### src/rtl/uart_pkg.sv
// rtl/uart_pkg.sv - shared UART types, register addresses and config bit indices
//
// Contents:
//   tx_state_t            transmitter FSM states
//   ADDR_DATA/CFG/CLR     ioaddr register select codes
//   CFG_PAR_EN/ODD/TWO    bit positions inside the config register
package uart_pkg;

    typedef enum logic [2:0] {
        IDLE,
        START,
        DATA,
        PARITY,
        STOP
    } tx_state_t;

    localparam logic [1:0] ADDR_DATA = 2'd0;
    localparam logic [1:0] ADDR_CFG  = 2'd1;
    localparam logic [1:0] ADDR_CLR  = 2'd2;

    localparam int CFG_PAR_EN   = 0;
    localparam int CFG_PAR_ODD  = 1;
    localparam int CFG_TWO_STOP = 2;
    localparam int CFG_W        = 3;

endpackage

### src/rtl/sync_fifo.sv
// rtl/sync_fifo.sv - synchronous first-word-fall-through FIFO
//
// Ports:
//   clk, rst        clock and synchronous active-high reset (flushes contents)
//   push, din       write request and data; accepted when not full or when
//                   a pop happens in the same cycle
//   pop, dout       read request and current head (valid while not empty)
//   full, empty     registered status flags
//   count           registered number of stored entries, 0..DEPTH
module sync_fifo #(
    parameter int WIDTH = 8,
    parameter int DEPTH = 4,
    parameter int CNT_W = $clog2(DEPTH) + 1
) (
    input  logic             clk,
    input  logic             rst,
    input  logic             push,
    input  logic             pop,
    input  logic [WIDTH-1:0] din,
    output logic [WIDTH-1:0] dout,
    output logic             full,
    output logic             empty,
    output logic [CNT_W-1:0] count
);

    localparam int PTR_W = $clog2(DEPTH);
    localparam logic [CNT_W-1:0] FULL_CNT = CNT_W'(DEPTH);

    logic [WIDTH-1:0] mem [DEPTH];
    logic [PTR_W-1:0] wr_ptr;
    logic [PTR_W-1:0] rd_ptr;
    logic             do_push;
    logic             do_pop;
    logic [CNT_W-1:0] count_next;

    // When full, a simultaneous pop frees the head slot, which is exactly
    // where wr_ptr points, so the push can land there on the same edge.
    assign do_pop  = pop & ~empty;
    assign do_push = push & (~full | do_pop);
    assign dout    = mem[rd_ptr];

    always_comb begin
        count_next = count;
        if (do_push && !do_pop) begin
            count_next = count + CNT_W'(1);
        end else if (!do_push && do_pop) begin
            count_next = count - CNT_W'(1);
        end
    end

    always_ff @(posedge clk) begin
        if (rst) begin
            wr_ptr <= '0;
            rd_ptr <= '0;
            count  <= '0;
            full   <= 1'b0;
            empty  <= 1'b1;
        end else begin
            if (do_push) begin
                wr_ptr <= wr_ptr + PTR_W'(1);
            end
            if (do_pop) begin
                rd_ptr <= rd_ptr + PTR_W'(1);
            end
            count <= count_next;
            full  <= (count_next == FULL_CNT);
            empty <= (count_next == '0);
        end
    end

    always_ff @(posedge clk) begin
        if (do_push) begin
            mem[wr_ptr] <= din;
        end
    end

endmodule

### src/rtl/uart_tx_fifo.sv
// rtl/uart_tx_fifo.sv - FIFO-buffered UART transmitter with run-time frame format
//
// Ports:
//   clk, rst        clock and synchronous active-high reset
//   brg_full        one-cycle bit tick from the baud generator
//   iocs, iorw      chip select and read(1)/write(0); only writes are used
//   ioaddr, databus register select (0 data, 1 config, 2 clear overflow) and data
//   tbr             transmit buffer ready (FIFO not full)
//   txd             serial output, idle high
//   tx_busy         frame in progress
//   fifo_count      queued characters
//   overflow        sticky flag for dropped data writes
module uart_tx_fifo
    import uart_pkg::*;
#(
    parameter int DATA_W     = 8,
    parameter int FIFO_DEPTH = 4,
    parameter int CNT_W      = $clog2(FIFO_DEPTH) + 1
) (
    input  logic             clk,
    input  logic             rst,
    input  logic             brg_full,
    input  logic             iocs,
    input  logic             iorw,
    input  logic [1:0]       ioaddr,
    input  logic [7:0]       databus,
    output logic             tbr,
    output logic             txd,
    output logic             tx_busy,
    output logic [CNT_W-1:0] fifo_count,
    output logic             overflow
);

    localparam int BIT_W = $clog2(DATA_W);
    localparam logic [BIT_W-1:0] LAST_BIT = BIT_W'(DATA_W - 1);

    logic              wr;
    logic              push_req;
    logic              cfg_wr;
    logic              clr_wr;
    logic              pop;
    logic              last_stop;
    logic              fifo_full;
    logic              fifo_empty;
    logic [DATA_W-1:0] fifo_dout;

    logic [CFG_W-1:0]  cfg_q;

    tx_state_t         state_q, state_d;
    logic [DATA_W-1:0] shreg_q, shreg_d;
    logic [BIT_W-1:0]  bit_cnt_q, bit_cnt_d;
    logic              stop_cnt_q, stop_cnt_d;
    logic              par_q, par_d;
    logic              par_en_q, par_en_d;
    logic              two_stop_q, two_stop_d;
    logic              txd_q, txd_d;
    logic              busy_q;

    assign wr       = iocs & ~iorw;
    assign push_req = wr & (ioaddr == ADDR_DATA);
    assign cfg_wr   = wr & (ioaddr == ADDR_CFG);
    assign clr_wr   = wr & (ioaddr == ADDR_CLR);

    // The final stop bit is where the next queued character may start
    // without an idle bit in between.
    assign last_stop = ~two_stop_q | stop_cnt_q;
    assign pop = brg_full & ~fifo_empty &
                 ((state_q == IDLE) | ((state_q == STOP) & last_stop));

    sync_fifo #(
        .WIDTH (DATA_W),
        .DEPTH (FIFO_DEPTH),
        .CNT_W (CNT_W)
    ) u_fifo (
        .clk   (clk),
        .rst   (rst),
        .push  (push_req),
        .pop   (pop),
        .din   (databus[DATA_W-1:0]),
        .dout  (fifo_dout),
        .full  (fifo_full),
        .empty (fifo_empty),
        .count (fifo_count)
    );

    assign tbr     = ~fifo_full;
    assign txd     = txd_q;
    assign tx_busy = busy_q;

    always_comb begin
        state_d    = state_q;
        shreg_d    = shreg_q;
        bit_cnt_d  = bit_cnt_q;
        stop_cnt_d = stop_cnt_q;
        par_d      = par_q;
        par_en_d   = par_en_q;
        two_stop_d = two_stop_q;
        txd_d      = txd_q;

        case (state_q)
            IDLE: begin
                txd_d = 1'b1;
                if (pop) begin
                    state_d = START;
                    txd_d   = 1'b0;
                end
            end
            START: begin
                if (brg_full) begin
                    state_d   = DATA;
                    txd_d     = shreg_q[0];
                    shreg_d   = shreg_q >> 1;
                    bit_cnt_d = '0;
                end
            end
            DATA: begin
                if (brg_full) begin
                    if (bit_cnt_q == LAST_BIT) begin
                        if (par_en_q) begin
                            state_d = PARITY;
                            txd_d   = par_q;
                        end else begin
                            state_d    = STOP;
                            txd_d      = 1'b1;
                            stop_cnt_d = 1'b0;
                        end
                    end else begin
                        txd_d     = shreg_q[0];
                        shreg_d   = shreg_q >> 1;
                        bit_cnt_d = bit_cnt_q + BIT_W'(1);
                    end
                end
            end
            PARITY: begin
                if (brg_full) begin
                    state_d    = STOP;
                    txd_d      = 1'b1;
                    stop_cnt_d = 1'b0;
                end
            end
            STOP: begin
                if (brg_full) begin
                    if (!last_stop) begin
                        stop_cnt_d = 1'b1;
                    end else if (pop) begin
                        state_d = START;
                        txd_d   = 1'b0;
                    end else begin
                        state_d = IDLE;
                        txd_d   = 1'b1;
                    end
                end
            end
            default: begin
                state_d = IDLE;
                txd_d   = 1'b1;
            end
        endcase

        // Frame format is captured at the start bit so later config writes
        // only affect the following frames.
        if (pop) begin
            shreg_d    = fifo_dout;
            par_d      = (^fifo_dout) ^ cfg_q[CFG_PAR_ODD];
            par_en_d   = cfg_q[CFG_PAR_EN];
            two_stop_d = cfg_q[CFG_TWO_STOP];
        end
    end

    always_ff @(posedge clk) begin
        if (rst) begin
            state_q    <= IDLE;
            shreg_q    <= '0;
            bit_cnt_q  <= '0;
            stop_cnt_q <= 1'b0;
            par_q      <= 1'b0;
            par_en_q   <= 1'b0;
            two_stop_q <= 1'b0;
            txd_q      <= 1'b1;
            busy_q     <= 1'b0;
        end else begin
            state_q    <= state_d;
            shreg_q    <= shreg_d;
            bit_cnt_q  <= bit_cnt_d;
            stop_cnt_q <= stop_cnt_d;
            par_q      <= par_d;
            par_en_q   <= par_en_d;
            two_stop_q <= two_stop_d;
            txd_q      <= txd_d;
            busy_q     <= (state_d != IDLE);
        end
    end

    always_ff @(posedge clk) begin
        if (rst) begin
            cfg_q    <= '0;
            overflow <= 1'b0;
        end else begin
            if (cfg_wr) begin
                cfg_q <= databus[CFG_W-1:0];
            end
            // A dropped write in the same cycle as a clear keeps the flag set.
            if (push_req && fifo_full && !pop) begin
                overflow <= 1'b1;
            end else if (clr_wr) begin
                overflow <= 1'b0;
            end
        end
    end

endmodule

### config.mk
export PLATFORM = sky130hd
export DESIGN_NAME = uart_tx_fifo
export DESIGN_NICKNAME = d
export VERILOG_FILES = /design/src/rtl/uart_pkg.sv /design/src/rtl/sync_fifo.sv /design/src/rtl/uart_tx_fifo.sv
export SDC_FILE = /design/constraint.sdc
export NUM_CORES = 1
export LEC_CHECK = 0
export ABC_AREA = 1
export ABC_CLOCK_PERIOD_IN_PS = 1900
export CORE_ASPECT_RATIO = 1.4
export CORE_MARGIN = 1
export CORE_UTILIZATION = 25
export DETAILED_ROUTE_END_ITERATION = 10
export PLACE_DENSITY_LB_ADDON = 0.3
export SLEW_MARGIN = 30
export SYNTH_ARGS = -nofsm -noshare
export SYNTH_HDL_FRONTEND = slang
export SYNTH_SLANG_ARGS = --single-unit
### constraint.sdc
create_clock -name clk -period 1.9 [get_ports clk]
set_input_delay 0.19 -clock clk [delete_from_list [all_inputs] [get_ports clk]]
set_output_delay 0.19 -clock clk [all_outputs]
set_load 0.01 [all_outputs]
# Word-level counts from Yosys, hierarchy flattened
# Memories as Yosys holds them, arrays and structs flattened. A register that Yosys moved wholly into a read port is not among the register bits.
# Index checks and enable logic that the tools add are counted.
[op_classes]
add_sub_neg = 5
eq_ne = 20
n_mux = 43
bitwise_logic = 17
n_reduce_logical = 20
[ops]
columns = ["cell", "count"]
rows = [
  ["2-to-1 mux 3 bit", 13],
  ["2-to-1 mux 8 bit", 4],
  ["2-to-1 mux 1 bit", 19],
  ["inequality test 2 bit, second input constant", 9],
  ["one-hot mux 8 bit (2 select lines)", 1],
  ["one-hot mux 3 bit (5 select lines)", 1],
  ["bitwise AND 1 bit", 9],
  ["== test 3 bit, second input constant", 3],
  ["inequality test 3 bit, second input constant", 3],
  ["nonzero test 3 bit", 3],
  ["AND reduction 4 bit", 2],
  ["parity 8 bit", 1],
  ["AND reduction 7 bit", 1],
  ["adder 3 x 1 -> 3 bit, second input constant", 2],
  ["== test 3 x 2 -> 1 bit, second input constant", 2],
  ["logical NOT 3 bit", 2],
  ["one-hot mux 3 bit (2 select lines)", 1],
  ["one-hot mux 1 bit (5 select lines)", 1],
  ["AND reduction 5 bit", 1],
  ["adder 2 x 1 -> 2 bit, second input constant", 2],
  ["logical AND 1 bit", 4],
  ["2-to-1 mux 2 bit", 2],
  ["NOT 1 bit", 4],
  ["nonzero test 2 bit", 2],
  ["9 further kinds", 13],
]
[totals]
regBits = 33
ram_bits = 32
out_inout_bits = 7
n_memories = 1
[memory_table]
columns = ["name", "depth", "word_bits", "read_ports", "rd_ports_with_merged_regs", "write_ports", "line", "text"]
rows = [
  ["u_fifo.mem", 4, 8, 1, 1, 1, "sync_fifo.sv:29", "logic [WIDTH-1:0] mem [DEPTH];"],
]

# Longest topological paths before layout
[logic_depth]
ltp_word = 13
depth_mapped = 16
mapped_depth_nobuf = 15

# Cells and area by module
# A second synthesis with hierarchy kept.
[unflattened]
cells_unflattened = 368
area_unflattened_um2 = 3075.4
[modules_own_cells]
columns = ["mod", "n_inst", "cells_per_inst", "area_each_um2"]
rows = [
  ["sync_fifo", 1, 154, 1749.2],
  ["uart_tx_fifo", 1, 214, 1326.3],
]

# Least setup slack after synthesis
# No wires, ideal clock.
[synth_path]
kind = "reg-to-reg"
from = "register state_q[0]"
to = "memory u_fifo.mem[0][0] (enable)"
setup_time_ps = 371
arrival_time_ps = 1405
slack_ps = 125
stages_incl_launch_ff = 7
path_buffers = 0
period_less_slack_ps = 1775
path_cell_list = "dfxtp_1 or2_4 nor2_4 nand2_4 a21oi_4 inv_1 nor2_1"
[synth_between]
elab_chain_len = 9
word_cells_on_any_way = 10
[synth_rtl]
columns = ["item", "line", "text"]
rows = [
  ["from (decl)", "uart_tx_fifo.sv:49", "tx_state_t state_q, state_d;"],
  ["from (signal assigned)", "uart_tx_fifo.sv:182", "state_q <= state_d;"],
  ["== test 3 bit", "uart_tx_fifo.sv:68", "((state_q == IDLE) | ((state_q == STOP) & last_stop));"],
  ["bitwise AND 1 bit", "uart_tx_fifo.sv:68", ""],
  ["OR 1 bit (*)", "uart_tx_fifo.sv:68", ""],
  ["bitwise AND 1 bit (*)", "uart_tx_fifo.sv:67", "assign pop = brg_full & ~fifo_empty &"],
  ["bitwise AND 1 bit (*)", "sync_fifo.sv:38", "assign do_pop = pop & ~empty;"],
  ["OR 1 bit (*)", "sync_fifo.sv:39", "assign do_push = push & (~full | do_pop);"],
  ["bitwise AND 1 bit (*)", "sync_fifo.sv:39", ""],
  ["2-to-1 mux 1 bit (*)", "sync_fifo.sv:72", "if (do_push) begin"],
  ["2-to-1 mux 1 bit (not written as such) (*)", "sync_fifo.sv:73", "mem[wr_ptr] <= din;"],
  ["to (decl)", "sync_fifo.sv:29", ""],
]
# Mark *: on every way between the ends. The rest lies on a longest branch, timed or not.

# Final worst setup path
[layout_path]
from = "register state_q[0]"
to = "register u_fifo.empty"
[layout_between]
elab_chain_len = 12
word_cells_on_any_way = 15
[layout_rtl]
columns = ["item", "line", "text"]
rows = [
  ["== test 3 bit", "uart_tx_fifo.sv:68", ""],
  ["bitwise AND 1 bit", "uart_tx_fifo.sv:68", ""],
  ["OR 1 bit (*)", "uart_tx_fifo.sv:68", ""],
  ["bitwise AND 1 bit (*)", "uart_tx_fifo.sv:67", ""],
  ["bitwise AND 1 bit (*)", "sync_fifo.sv:38", ""],
  ["OR 1 bit", "sync_fifo.sv:39", ""],
  ["bitwise AND 1 bit", "sync_fifo.sv:39", ""],
  ["logical NOT 1 bit", "sync_fifo.sv:46", "end else if (!do_push && do_pop) begin"],
  ["logical AND 1 bit", "sync_fifo.sv:46", ""],
  ["2-to-1 mux 3 bit", "sync_fifo.sv:46", ""],
  ["2-to-1 mux 3 bit (*)", "sync_fifo.sv:44", "if (do_push && !do_pop) begin"],
  ["logical NOT 3 bit (*)", "sync_fifo.sv:67", "empty <= (count_next == '0);"],
  ["to (signal assigned)", "sync_fifo.sv:67", ""],
  ["to (decl)", "sync_fifo.sv:22", "output logic empty,"],
]
# Marked as above.
# A chain may end at the register's enable or synchronous reset.

==> run summary <==
crit path launch type = flip-flop
yosys warns = 0
n_diodes = 0
final hold vios = 0
# DRC = 0
largest net degree at the start of global routing = 20
CP delay by family, top = simple AND/OR/NAND/NOR gates
Tightest Hold Check Type = reg -> reg
total track usage = 11.5%
worst relative slew slack = 70.4%
slowest cell delay on critical path = 360 ps
die area = 13500 um^2
fin area = 4030 um^2
Sum Neg Setup Slack = 0 ps
Worst-path clk slew = 60 ps
Final setup viols = 0
asr flop ratio synth = 0%
PortBufs = 21
CP Class = reg -> reg
clock root buffer = clkbuf_16
clock skew = 6.50 ps
Total Power = 4.22 mW
Detail Placement HPWL = 5550 um
Reg power frac = 39.8%
CTS tree = yes
P_int = 2.92 mW
DRT antenna net count = 0
Clock Latency Late Sink = 330 ps
period utilization = 91.6%
sw power = 1.30 mW
Clock Tree Buf Depth = 2
Post-synth top cells = 141 x nand2_1, 50 x inv_1, 35 x dfxtp_1
EDFF count, synth = 32
RSZ-0062 raised after global routing = no
top-count cell post-synth = nand2_1
Final nets = 473
FF+latch count, synth = 67
gpl congestion = 0.820
1st-pass router iterations = 4
Max Cap Viol = 0
Max IR drop VDD = 0.000432 V
vias per cell = 4.44
Setup crit end kind = flip-flop
fillers = 1313
IO Count = 22
prevailing post-synth register cell = dfxtp_1
WL final = 7230 um
crit-path max FO = 5
clock share of power = 36.1%
first-pass GRT wire length = 11900 um
required time worst endpoint = 2130 ps
area of the core = 12800 um^2
slowest cell on the critical path = dfxtp_1
slew of the pin with the lowest slew margin = 443 ps
top post-synthesis cells by area = edfxtp_1 29%, dfxtp_1 21%, nand2_1 16%
Initial Utilization = 25.5%
crit-path cells = or2_4 -> nor2_4 -> nand2_4 -> nor2_1 -> inv_1 -> o211ai_1 -> nand3_2 -> nand2_1 -> nor2_2
Lkg Pwr = 1.75 nW
vias in the first global route = 2549
DP Area = 3740 um^2
Layout Area Growth over Synthesis = 23.6%
Die Wd = 98.5 um
Net Sw Frac = 30.7%
H-tree depth = 3
top-area cell type share of the netlist area = 29.5%
clk sinks = 67
initial DRC count = 128
# rows = 49
Max Clk Rate = 0.575 GHz
Synthesized Nets = 434
Die Span Y = 137 um
gr ovfl total = 0
post-synthesis sequential area ratio = 50.9%
cell taking the most area after synthesis = edfxtp_1
initial antenna violation count = 0
Worst Path Buf+Inv = 1
fin util = 31.5%
status = completed
DR WL/cell = 11.9 um
TritonCTS Buffers = 9
CP Data Arrival Time = 1970 ps
vias = 2702
Distinct cells, synth = 34
share of layout cells above drive strength 1 = 10.8%
Tmin final = 1740 ps
Mapped Area = 3260 um^2
Final Max Tran Viols = 0
Mapped Cells = 411
syn_area_per_cell = 7.94 um^2
PwrDens = 1050 nW/um^2
Gate power share = 24.1%
-- registers in the layout (all words and copies together), names as in the netlist, named ones only --
name,cells
u_fifo.count,3
u_fifo.full,1
txd,1
overflow,1
par_q,1
u_fifo.wr_ptr,2
state_q,3
cfg_q,3
shreg_q,8
bit_cnt_q,3
tx_busy,1
par_en_q,1
u_fifo.rd_ptr,2
u_fifo.mem,32
u_fifo.empty,1
two_stop_q,1
stop_cnt_q,1
-- what timing repair did --
action / in CTS / in global routing
resized for setup: 0 / 2
endpoints found under the setup margin: 0 / 5
hold buffers: 0 / 0
buffers inserted: 0 / 1
-- layout make-up --
type	instances	area [um^2]	share of cell area [%]
Tap cell	153	191	4.75
Timing Repair Buffer	40	353	8.75
Sequential cell	67	1660	41.2
Clock inverter	6	41.3	1.02
Multi-Input combinational cell	280	1350	33.5
Inverter	52	195	4.84
Clock buffer	10	239	5.93
-- metrics by stage --
step	instances	hold WS [ps]	worst slack [ps]
finish	608	464	159
CTS	607	467	152
global route	608	486	11.6
detailed placement	591	459	-8.87
global placement	591	447	6.44
floorplan	411	289	125
-- cell families after synthesis --
group | after synthesis | share of synthesized area, %
DFF | 67 | 50.9
AOI/OAI and AO/OA | 68 | 11.7
xor gates and xnor gates | 2 | 0.537
buffers and inverters | 64 | 7.82
adders and majority gates | 8 | 3.07
and+or+nand+nor | 202 | 26.0
-- power groups by stage --
stage                     combinational [mW]  clock [mW]  sequential, mW
after floorplan                        0.686           0            1.71
after global placement                 0.995           0            1.71
after detailed placement                1.01           0            1.71
after CTS                               1.01        1.57            1.68
after global routing                    1.15        1.63            1.69
final                                   1.02        1.52            1.68
-- cell usage in the layout (no fill, tap or decap), types with 3 or more instances in the layout --
master / instances
inv_1: 50
o21ai_0: 29
edfxtp_1: 32
a21oi_1: 24
ha_1: 8
nor2_1: 21
buf_4: 19
dfxtp_1: 35
nand3_1: 27
clkdlybuf4s50_1: 21
clkbuf_16: 9
nand2_1: 140
nor2_2: 3
o21ai_1: 4
-- final timing paths --
kind	end	start	cells past startpoint	slack, ps
hold / removal	shreg_q[2]	shreg_q[2]	2	460
setup reg to reg	u_fifo.empty	state_q[0]	9	160
hold reg to reg	shreg_q[2]	shreg_q[2]	2	460
setup / recovery	u_fifo.empty	state_q[0]	9	160
-- worst reg2reg max path, stage by stage (launching register included) --
cell,delay [ps]
dfxtp_1,360
or2_4,300
nor2_4,100
nand2_4,80
nor2_1,180
inv_1,100
o211ai_1,260
nand3_2,110
nand2_1,110
nor2_2,40
-- per-layer routing --
metal / global-route usage, % / share of wire (%) / up-vias
li1: - / - / 1412
met4: 7.38 / 2.6 / 0
met3: 1.99 / 2.4 / 12
met2: 21.2 / 52 / 39
met5: 0 / 0 / -
met1: 12.1 / 43 / 1239
Note: power is estimated with default switching activity, not from simulation.
